--- config.mk ---
export PLATFORM = sky130hd
export DESIGN_NAME = role_chaser
export DESIGN_NICKNAME = d
export VERILOG_FILES = /design/src/rtl/role_chaser.sv
export SDC_FILE = /design/constraint.sdc
export NUM_CORES = 1
export LEC_CHECK = 0
export BUFFER_PORTS_ARGS = -buffer_cell sky130_fd_sc_hd__buf_2
export CAP_MARGIN = 25
export CORE_UTILIZATION = 40
export DETAILED_ROUTE_END_ITERATION = 6
export GPL_ROUTABILITY_DRIVEN = 0
export GPL_TIMING_DRIVEN = 1
export PLACE_DENSITY = 0.57
export SYNTH_ARGS = -nofsm -noshare
export SYNTH_HDL_FRONTEND = slang
export SYNTH_SLANG_ARGS = --single-unit
--- constraint.sdc ---
create_clock -name clk -period 4.4 [get_ports clk]
set_input_delay 0.66 -clock clk [delete_from_list [all_inputs] [get_ports clk]]
set_output_delay 0.66 -clock clk [all_outputs]
set_load 0.05 [all_outputs]
--- src/rtl/role_chaser.sv ---
// Sprite that chases a target on a VGA playfield, with a sprite ROM address/key generator.
// Define ROLE_CHASER_STUN_EN to build the hit-driven STUN state; without it hit is ignored.
module role_chaser #(
  parameter int          SPAWN_X     = 600,
  parameter int          SPAWN_Y     = 440,
  parameter int          ZONE_Y_MIN  = 297,
  parameter int          TIME_MAX    = 4600000,
  parameter int          SPR_W       = 32,
  parameter int          FRAMES      = 2,
  parameter int          FRAME_TICKS = 20000000,
  parameter int          STUN_STEPS  = 64,
  parameter logic [11:0] KEY_RGB     = 12'h1F0
) (
  input  logic                                    clk,
  input  logic                                    reset,
  input  logic [9:0]                              target_x,
  input  logic [9:0]                              target_y,
  input  logic [9:0]                              x,
  input  logic [9:0]                              y,
  input  logic [25:0]                             speed_offset,
  input  logic                                    hit,
  input  logic [11:0]                             rom_data,
  output logic [$clog2(FRAMES*SPR_W*SPR_W)-1:0]   rom_addr,
  output logic [9:0]                              pos_x,
  output logic [9:0]                              pos_y,
  output logic [1:0]                              state,
  output logic                                    sprite_on,
  output logic [11:0]                             rgb_out
);
  localparam int LW = $clog2(SPR_W);
  localparam int FW = (FRAMES > 1) ? $clog2(FRAMES) : 1;
  localparam int AW = $clog2(FRAMES*SPR_W*SPR_W);
  localparam logic [9:0]    X_MAX   = 10'(640 - SPR_W);
  localparam logic [9:0]    Y_MAX   = 10'(480 - SPR_W);
  localparam logic [9:0]    ZONE    = 10'(ZONE_Y_MIN);
  localparam logic [31:0]   TMAX    = 32'(TIME_MAX);
  localparam logic [31:0]   FT_LAST = 32'(FRAME_TICKS - 1);
  localparam logic [FW-1:0] FR_LAST = FW'(FRAMES - 1);

  typedef enum logic [1:0] {S_IDLE = 2'b00, S_CHASE = 2'b01, S_STUN = 2'b10} state_t;

  state_t        state_q, state_d;
  logic [9:0]    pos_x_q, pos_x_d, pos_y_q, pos_y_d;
  logic          facing_q, facing_d;   // 1 = LEFT
  logic [31:0]   tcnt_q, tcnt_d, ftick_q, ftick_d, period;
  logic [FW-1:0] frame_q, frame_d;
  logic          inbox_q, inbox_d;
  logic          tick, zone_in;
  logic [LW-1:0] row, col_raw, col;

`ifdef ROLE_CHASER_STUN_EN
  localparam int SW = (STUN_STEPS > 1) ? $clog2(STUN_STEPS) : 1;
  localparam logic [SW-1:0] STUN_LAST = SW'(STUN_STEPS - 1);
  logic [SW-1:0] stun_cnt_q, stun_cnt_d;
`else
  logic unused_hit;
  assign unused_hit = hit;
`endif

  always_comb begin
    // A period shrunk below the running count wraps the counter instead of letting it run away.
    period  = ({6'd0, speed_offset} >= TMAX) ? 32'd1 : TMAX - {6'd0, speed_offset};
    tick    = (tcnt_q == period);
    tcnt_d  = (tcnt_q >= period) ? 32'd0 : tcnt_q + 32'd1;
    zone_in = (target_y >= ZONE);

    state_d = state_q;
    case (state_q)
      S_IDLE:  if (zone_in)  state_d = S_CHASE;
      S_CHASE: if (!zone_in) state_d = S_IDLE;
`ifdef ROLE_CHASER_STUN_EN
      S_STUN:  if (tick && stun_cnt_q == STUN_LAST) state_d = zone_in ? S_CHASE : S_IDLE;
`endif
      default: state_d = S_IDLE;
    endcase
`ifdef ROLE_CHASER_STUN_EN
    stun_cnt_d = stun_cnt_q;
    if (state_q == S_STUN && tick) stun_cnt_d = (stun_cnt_q == STUN_LAST) ? '0 : stun_cnt_q + 1'b1;
    if (hit) begin
      state_d    = S_STUN;
      stun_cnt_d = '0;
    end
`endif

    pos_x_d = pos_x_q;
    pos_y_d = pos_y_q;
    if (tick && state_q == S_CHASE) begin
      if (target_x > pos_x_q && pos_x_q < X_MAX)      pos_x_d = pos_x_q + 10'd1;
      else if (target_x < pos_x_q && pos_x_q != '0)   pos_x_d = pos_x_q - 10'd1;
      if (target_y > pos_y_q && pos_y_q < Y_MAX)      pos_y_d = pos_y_q + 10'd1;
      else if (target_y < pos_y_q && pos_y_q != '0)   pos_y_d = pos_y_q - 10'd1;
    end
`ifdef ROLE_CHASER_STUN_EN
    else if (tick && state_q == S_STUN) begin
      if (target_x > pos_x_q && pos_x_q != '0)        pos_x_d = pos_x_q - 10'd1;
      else if (target_x < pos_x_q && pos_x_q < X_MAX) pos_x_d = pos_x_q + 10'd1;
    end
`endif

    facing_d = facing_q;
    if (target_x > pos_x_q)      facing_d = 1'b0;
    else if (target_x < pos_x_q) facing_d = 1'b1;

    ftick_d = '0;
    frame_d = '0;
    if (state_q == S_CHASE) begin
      if (ftick_q == FT_LAST) frame_d = (frame_q == FR_LAST) ? '0 : frame_q + 1'b1;
      else begin
        ftick_d = ftick_q + 32'd1;
        frame_d = frame_q;
      end
    end

    inbox_d = ({1'b0, x} >= {1'b0, pos_x_q}) && ({1'b0, x} < {1'b0, pos_x_q} + 11'(SPR_W)) &&
              ({1'b0, y} >= {1'b0, pos_y_q}) && ({1'b0, y} < {1'b0, pos_y_q} + 11'(SPR_W));
    row     = LW'(y - pos_y_q);
    col_raw = LW'(x - pos_x_q);
    col     = facing_q ? ~col_raw : col_raw;   // SPR_W-1-col for a power-of-two edge
  end

  always_ff @(posedge clk or posedge reset) begin
    if (reset) begin
      state_q  <= S_IDLE;
      pos_x_q  <= 10'(SPAWN_X);
      pos_y_q  <= 10'(SPAWN_Y);
      facing_q <= 1'b0;
      tcnt_q   <= '0;
      ftick_q  <= '0;
      frame_q  <= '0;
      inbox_q  <= 1'b0;
    end else begin
      state_q  <= state_d;
      pos_x_q  <= pos_x_d;
      pos_y_q  <= pos_y_d;
      facing_q <= facing_d;
      tcnt_q   <= tcnt_d;
      ftick_q  <= ftick_d;
      frame_q  <= frame_d;
      inbox_q  <= inbox_d;
    end
  end

`ifdef ROLE_CHASER_STUN_EN
  always_ff @(posedge clk or posedge reset) begin
    if (reset) stun_cnt_q <= '0;
    else       stun_cnt_q <= stun_cnt_d;
  end
`endif

  assign rom_addr  = AW'({frame_q, row, col});
  assign pos_x     = pos_x_q;
  assign pos_y     = pos_y_q;
  assign state     = state_q;
  assign sprite_on = inbox_q && (rom_data != KEY_RGB);
  assign rgb_out   = rom_data;
endmodule

After elaboration in Yosys (flattened, before gate mapping)
Index checks and enable logic that the tools add are counted.

Add/subtract/negate cells: 12. Magnitude comparators: 13. Equal/unequal tests: 7. Muxes and demuxes: 17. Bitwise logic cells: 1. Reductions and logical operators: 18.

Operators by type and width (number): 2-to-1 mux 32 bit (4); adder 32 x 1 -> 32 bit (second input constant) (2); 2-to-1 mux 10 bit (4); equality test 32 x 25 -> 1 bit (second input constant) (1); equality test 32 bit (1); greater-or-equal comparator 32 bit (1); subtractor 23 x 26 -> 27 bit (first input constant) (1); greater-or-equal comparator 26 x 23 -> 1 bit (second input constant) (1); adder 10 x 6 -> 11 bit (second input constant) (2); less-than comparator 10 x 11 -> 1 bit (2); adder 10 x 1 -> 10 bit (second input constant) (2); greater-or-equal comparator 10 bit (2); > comparator 10 bit (2); less-than comparator 10 bit (2); nonzero test 10 bit (2); subtractor 10 x 1 -> 10 bit (second input constant) (2); != test 12 x 9 -> 1 bit (second input constant) (1); greater-or-equal comparator 10 x 9 -> 1 bit (second input constant) (1); less-than comparator 10 bit (second input constant) (1); less-than comparator 10 x 9 -> 1 bit (second input constant) (1); subtractor 5 bit (2); logical AND 1 bit (9); AND reduction 2 bit (3); nonzero test 2 bit (3); other kinds (10) (16).

Flip-flop bits (word level): 89. Input port bits: 81. Output and inout port bits: 46. Word-level logic and storage cells: 76.

Depth between registers and ports, before layout
Gate-level depths: netlist of run 1.

Word-level depth: 5. Mapped depth: 17.

Worst setup path after synthesis of run 1
OpenSTA, ideal clock, no wires.

Kind: input to register. Start: input speed_offset[10]. End: register pos_y_q[1], in the netlist pos_y[1]. Library setup time: 0.125 ns. Arrival: 3.854 ns. Data required time: 4.275 ns. Slack: 0.421 ns. Stages on the path: 14. Buffers on the path: 1. Path through: nor4_1 > a21oi_2 > nor2b_2 > nor2_1 > o22ai_2 > or3b_1 > ha_1 > nand4_1 > nor3_1 > nor3b_2 > nand3_1 > o21ba_2 > buf_6 > mux2_2.

Longest elaborated chain between the ends: 5.

Ends and longest elaborated chain: from (decl) (line 20) `input logic [25:0] speed_offset,`; subtractor 23 x 26 -> 27 bit / greater-or-equal comparator 26 x 23 -> 1 bit (equally long branches) (line 62) `period = ({6'd0, speed_offset} >= TMAX) ? 32'd1 : TMAX - {6'd0, speed_offset};`; 2-to-1 mux 32 bit (*) (line 62); equality test 32 bit (*) (line 63) `tick = (tcnt_q == period);`; logical AND 1 bit (*) (line 87) `if (tick && state_q == S_CHASE) begin`; AND reduction 2 bit (no source line) (*); to (signal assigned) (line 125) `pos_y_q <= 10'(SPAWN_Y);`; to (signal assigned) (line 134) `pos_y_q <= pos_y_d;`; to (decl) (line 43) `logic [9:0] pos_x_q, pos_x_d, pos_y_q, pos_y_d;`.

Every way passes the cells marked *; elsewhere a longest branch is shown, timed or not. A chain may end at the register's enable or synchronous reset.

Final worst setup path of run 1
Start: input speed_offset[2]. End: register pos_x_q[2], in the netlist pos_x[2].

Longest elaborated chain between the ends: 5.

Ends and longest elaborated chain: subtractor 23 x 26 -> 27 bit / greater-or-equal comparator 26 x 23 -> 1 bit (equally long branches) (line 62); 2-to-1 mux 32 bit (*) (line 62); equality test 32 bit (*) (line 63); logical AND 1 bit (*) (line 87); AND reduction 2 bit (no source line) (*); to (signal assigned) (line 124) `pos_x_q <= 10'(SPAWN_X);`; to (signal assigned) (line 133) `pos_x_q <= pos_x_d;`; to (decl) (line 43).

Marked as above.

==> results.json, run 1 <==
{
  "cp-endpoint": "pos_x[2]$_DFFE_PP0P_",
  "antenna_found_initial": 0,
  "drv_cap": 0,
  "core-area_sq_um": 18700,
  "final_common_cell": "buf_2",
  "antennaDiodeCount": 0,
  "io_buffer_count": 124,
  "drive_gt1_frac": 0.197,
  "finalSetupViolations": 0,
  "cts_setup_buffers": 0,
  "chipHeight_um": 140,
  "async_flop_share": 1.00,
  "leakage_nw": 4.44,
  "post-route-drc-count": 0,
  "post_cts_resized": 0,
  "wire_per_inst_um": 14.2,
  "post-dp-hpwl_mm": 13.9,
  "cts_hold_buffers": 0,
  "synth.avg_cell_area_sq_um": 8.91,
  "drt_iter0_drc": 293,
  "dr.pass1.iters": 6,
  "r2r_end": "pos_x[8]$_DFFE_PP0P_",
  "cts_buffers": 9,
  "stdcell_count": 1232,
  "path_max_fanout": 6,
  "core.rowCount": 50,
  "cp-startpoint": "speed_offset[2]",
  "ff2ff_setup_slack_ns": 0.54,
  "p_comb_frac": 0.462,
  "fmax_mhz": 245,
  "synth_edf_count": 0,
  "rsz0062_at_grt": "false",
  "worst_ep_arrival_time_ns": 4.34,
  "worst_pin_slew_ns": 0.768,
  "drt-total-wl_mm": 17.6,
  "fin_worst_skew_ns": 0.0110,
  "synth_area_sq_um": 7640,
  "hold_viol_final": 0,
  "drtAntennaViolNets": 0,
  "cts_tree": "yes",
  "dieArea_sq_um": 19700,
  "grt_pass1_wl_mm": 29.6,
  "yosys_warnings": 0,
  "vias": 6364,
  "clock_path_buffers": 2,
  "dp.cells": 1216,
  "routed_via_density": 5.17,
  "synth_ff_type": "dfrtp_1",
  "wl_met2_mm": 8.11,
  "min_path_type": "input pin to async pin",
  "p_clk_frac": 0.252,
  "power_mw": 3.72,
  "internal_power_mw": 2.16,
  "peakVddDrop_uv": 487,
  "syn-instance-count": 858,
  "htreeDepth": 3,
  "top_layer_used": "met4",
  "ios": 127,
  "final_net_count": 1181,
  "clk_pin_slew_ns": 0.07,
  "root_buffer": "clkbuf_16",
  "cp.required_ns": 4.67,
  "rr_worst_depth": 15,
  "die_w_um": 140,
  "final.fill_count": 1834,
  "synth_cell_types": 71,
  "drv_slew": 0,
  "layout_common_cells": "buf_2 (124), nor2_1 (112), ha_1 (103)",
  "hold_ws_ns": 0.394,
  "grt_remaining_overflow": 0,
  "period_share": 0.926,
  "grt_pass1_vias": 6156,
  "yosys_register_bits": 88,
  "critical_path_class": "input pin to flop",
  "worstSetupStartpointType": "input pin",
  "wl_met3_um": 661,
  "initial_utilization": 0.408,
  "p_sw_frac": 0.419,
  "clock-sinks": 88,
  "critPathCaptureType": "flop",
  "area_growth_pct": 17.1,
  "gr-usage-all-layers": 0.187,
  "maxSlewHeadroom": 0.487,
  "fin_crit_ns": 4.08,
  "seqPwrFrac": 0.286,
  "status": "completed",
  "grt_max_degree": 51,
  "clock_latency_ns": 0.35,
  "power_density_nw_per_um2": 416,
  "utilization": 0.478,
  "r2r-start": "pos_x[9]$_DFFE_PP1P_",
  "ys_seq_area_frac": 0.290,
  "p_sw_mw": 1.56,
  "wl_met1_mm": 8.60
}
## through the flow
stage,cell area [sq um],setup TNS [ns],setup slack (ns)
floorplan,7640,0,0.421
global placement,8580,-0.000387,-0.000387
detailed placement,8580,-0.139,-0.0468
CTS,8950,0,0.314
global route,8950,0,0.0549
finish,8950,0,0.324
## kinds of logic (layout without fill, tap and decap cells)
family | count (synthesis) | in the layout | synth area share
fa+ha+maj | 107 | 107 | 0.179
compound gates | 129 | 129 | 0.116
other cells | 2 | 3 | 0.000983
flops | 88 | 88 | 0.290
simple gates | 339 | 339 | 0.223
buf+inv | 68 | 207 | 0.0431
mux | 16 | 16 | 0.0233
xor+xnor | 109 | 109 | 0.125
## cell usage after synthesis, types with 4 or more instances
| master | n | share of area |
|---|---|---|
| dfrtp_1 | 79 | 0.26 |
| o21a_1 | 9 | 0.0088 |
| nor2b_1 | 10 | 0.0082 |
| buf_4 | 15 | 0.015 |
| inv_1 | 43 | 0.021 |
| o31ai_1 | 4 | 0.0039 |
| a21oi_1 | 31 | 0.020 |
| a31oi_1 | 4 | 0.0033 |
| xnor2_1 | 49 | 0.056 |
| a211oi_1 | 8 | 0.0079 |
| nand2b_1 | 8 | 0.0066 |
| mux2i_1 | 11 | 0.014 |
| nor4_1 | 12 | 0.0098 |
| a21o_1 | 18 | 0.018 |
| fa_1 | 4 | 0.010 |
| nand2_1 | 72 | 0.035 |
| nand3_1 | 42 | 0.028 |
| nand4_1 | 19 | 0.016 |
| nor4b_1 | 4 | 0.0046 |
| ha_1 | 103 | 0.17 |
| or4_1 | 5 | 0.0049 |
| o2111ai_1 | 4 | 0.0046 |
| and2_1 | 4 | 0.0033 |
| a2111oi_0 | 4 | 0.0046 |
| o21ai_0 | 21 | 0.014 |
| buf_2 | 8 | 0.0052 |
| and4_1 | 7 | 0.0080 |
| and3_1 | 12 | 0.0098 |
| dfstp_2 | 9 | 0.031 |
| xor2_1 | 60 | 0.069 |
| or3_1 | 5 | 0.0041 |
| nor2_1 | 112 | 0.055 |
| nor3_1 | 12 | 0.0079 |
## power groups by stage
stage	Sequential [mW]	Combinational, mW	Clock (mW)
2_1_floorplan	1.16	1.19	0
3_3_place_gp	1.08	1.71	0
3_5_place_dp	1.08	1.73	0
4_1_cts	1.06	1.74	0.971
5_1_grt	1.08	1.90	0.995
6_report	1.06	1.72	0.939
## layer usage
layer  up-vias  global-route usage
met2       112               0.311
met3        14              0.0376
met4         0              0.0451
met1      2943               0.248
met5         -                   0
li1       3295                   -
## registers in the layout, indices dropped and copies added, names as in the netlist
name      cells
inbox_q       1
tcnt_q       32
state         1
ftick_q      32
facing_q      1
frame_q       1
pos_x        10
pos_y        10
## worst min-delay path by stage
stage	from	endpoint	slack (ns)
6_report	reset	ftick_q[27]$_DFF_PP0_	0.39
3_3_place_gp	ftick_q[0]$_DFF_PP0_	ftick_q[0]$_DFF_PP0_	0.48
4_1_cts	reset	pos_x[2]$_DFFE_PP0P_	0.41
5_1_grt	reset	pos_x[2]$_DFFE_PP0P_	0.45
3_5_place_dp	ftick_q[0]$_DFF_PP0_	ftick_q[0]$_DFF_PP0_	0.49
2_1_floorplan	ftick_q[0]$_DFF_PP0_	ftick_q[0]$_DFF_PP0_	0.45
## cell type report
cell class | count | area [sq um] | area share
clock buffer | 11 | 233 | 0.0260
clock inverter | 5 | 129 | 0.0144
inverter | 43 | 163 | 0.0182
multi-input combinational | 703 | 5100 | 0.570
sequential | 88 | 2210 | 0.247
tap | 234 | 293 | 0.0327
timing repair buffer | 148 | 813 | 0.0909
## worst max-delay path, cell delays in order
cell and delay (ns):
buf_2 0.15, nor3_4 0.26, a31o_2 0.22, a21oi_2 0.08
nor2b_2 0.15, nor2_1 0.08, o22ai_2 0.16, or3b_1 0.50
ha_1 0.35, nand4_1 0.12, nor3_1 0.24, nor3b_2 0.27
nand3_1 0.25, o21bai_1 0.42, buf_4 0.26, mux2i_1 0.16
No activity file was read; power rests on OpenSTA's default activity.
==> inputs of run 2 (changes only) <==
MAX_ROUTING_LAYER = met4   (was default)
==> run 2 against run 1 <==
Sequential share of layout area is the same. Clock power barely moved. Critical path depth did not move. Global-route usage grew 0.57 points. Critical path type unchanged.
==> results.json, run 2 (synthesis results as in run 1) <==
{
  "initial_utilization": 0.408,
  "wire_per_inst_um": 14.3,
  "worst_pin_slew_ns": 0.768,
  "reg.largest.list": "ftick_q: 32 flops, tcnt_q: 32 flops",
  "final_net_count": 1181,
  "post-dp-hpwl_mm": 13.9,
  "routed_via_density": 5.17,
  "critical_path_class": "input pin to flop",
  "drt_iter0_drc": 289,
  "post-route-drc-count": 0,
  "r2r_end": "pos_x[8]$_DFFE_PP0P_",
  "cp_cell_sequence": "buf_2, nor3_4, a31o_2, a21oi_2, nor2b_2, nor2_1, o22ai_2, or3b_1, ha_1, nand4_1, nor3_1, nor3b_2, nand3_1, o21bai_1, buf_4, mux2i_1",
  "core-area_sq_um": 18700,
  "fmax_mhz": 245,
  "ios": 127,
  "power_density_nw_per_um2": 416,
  "htreeDepth": 3,
  "min_path_type": "input pin to async pin",
  "post_cts_resized": 0,
  "drv_slew": 0,
  "antenna_found_initial": 0,
  "final.fill_count": 1834,
  "die_w_um": 140,
  "timing.final.ws_setup_ns": 0.321,
  "rr_worst_depth": 15,
  "area_growth_pct": 17.1,
  "hold_ws_ns": 0.395,
  "power_mw": 3.72,
  "place_area_sq_um": 8580,
  "worst_ep_arrival_time_ns": 4.35,
  "path_max_fanout": 6,
  "pre_cts_ws_ns": -0.0468,
  "fin_worst_skew_ns": 0.0107,
  "max_stage_delay_ns": 0.50,
  "gr-usage-all-layers": 0.193,
  "finalSetupViolations": 0,
  "fin_setup_tns_ns": 0,
  "io_buffer_count": 124,
  "vias": 6367,
  "r2r-start": "pos_x[9]$_DFFE_PP1P_",
  "core.rowCount": 50,
  "hold_viol_final": 0,
  "drive_gt1_frac": 0.197,
  "grt_pass1_vias": 6159,
  "cts_hold_buffers": 0,
  "chipHeight_um": 140,
  "dieArea_sq_um": 19700,
  "ff2ff_setup_slack_ns": 0.54,
  "final_common_cell": "buf_2",
  "grt_remaining_overflow": 0,
  "critical_path.slowest_cell": "or3b_1",
  "drt-total-wl_mm": 17.6,
  "final_area_sq_um": 8950,
  "drv_cap": 0,
  "cts_tree": "yes",
  "period_share": 0.927,
  "maxSlewHeadroom": 0.487,
  "rsz0062_at_grt": "false",
  "clk_pin_slew_ns": 0.07,
  "cts_setup_buffers": 0,
  "clock_latency_ns": 0.35,
  "antennaDiodeCount": 0,
  "fin_crit_ns": 4.08,
  "clock-sinks": 88,
  "root_buffer": "clkbuf_16",
  "dr.pass1.iters": 6,
  "cp.required_ns": 4.67,
  "peakVddDrop_uv": 487,
  "leakage_nw": 4.44,
  "clock_path_buffers": 2,
  "layout_common_cells": "buf_2 (124), nor2_1 (112), ha_1 (103)",
  "cts_buffers": 9,
  "worstSetupStartpointType": "input pin",
  "status": "completed",
  "grt_max_degree": 51,
  "critPathCaptureType": "flop",
  "grt_pass1_wl_mm": 29.6,
  "drtAntennaViolNets": 0
}
[run 2: how the worst max path moves through the flow]
stage               slack, ns                   end  depth (start not counted)             start
global placement      -0.0004  pos_x[1]$_DFFE_PP0P_                         15   speed_offset[4]
finish                   0.32  pos_x[2]$_DFFE_PP0P_                         16   speed_offset[2]
global route             0.05  pos_x[2]$_DFFE_PP0P_                         17   speed_offset[0]
detailed placement      -0.05  pos_x[2]$_DFFE_PP0P_                         16   speed_offset[2]
floorplan                0.42  pos_y[1]$_DFFE_PP0P_                         14  speed_offset[10]
CTS                      0.31  pos_x[2]$_DFFE_PP0P_                         16   speed_offset[2]
[run 2: stage by stage]
step / std cells / utilization
2_1_floorplan: 859 / -
3_3_place_gp: 1216 / 0.459
3_5_place_dp: 1216 / 0.459
4_1_cts: 1232 / 0.478
5_1_grt: 1232 / 0.478
6_report: 1232 / 0.478
[run 2: report_power, final]
part	leakage, nW	switching, mW	internal [mW]
Clock	0.174	0.324	0.614
Combinational	3.12	1.09	0.631
Sequential	1.15	0.149	0.913
[run 2: layer usage]
| metal | GRT usage | part of all wire | up-vias |
|---|---|---|---|
| li1 | - | - | 3294 |
| met1 | 0.251 | 0.49 | 2952 |
| met2 | 0.311 | 0.46 | 107 |
| met3 | 0.0335 | 0.034 | 14 |
| met4 | 0.0451 | 0.011 | 0 |
| met5 | - | 0 | - |
[run 2: layout make-up]
cell class | instances | area, sq um | share of cell area
sequential | 88 | 2210 | 0.247
clock inverter | 5 | 129 | 0.0144
multi-input combinational | 703 | 5100 | 0.570
timing repair buffer | 148 | 813 | 0.0909
inverter | 43 | 163 | 0.0182
clock buffer | 11 | 233 | 0.0260
tap | 234 | 293 | 0.0327
[run 2: critical path: cells and delay by family]
| family | cells | cell delay [ns] |
|---|---|---|
| buf+inv | 2 | 0.41 |
| fa+ha+maj | 1 | 0.35 |
| simple gates | 8 | 1.87 |
| compound gates | 4 | 0.88 |
| mux | 1 | 0.16 |
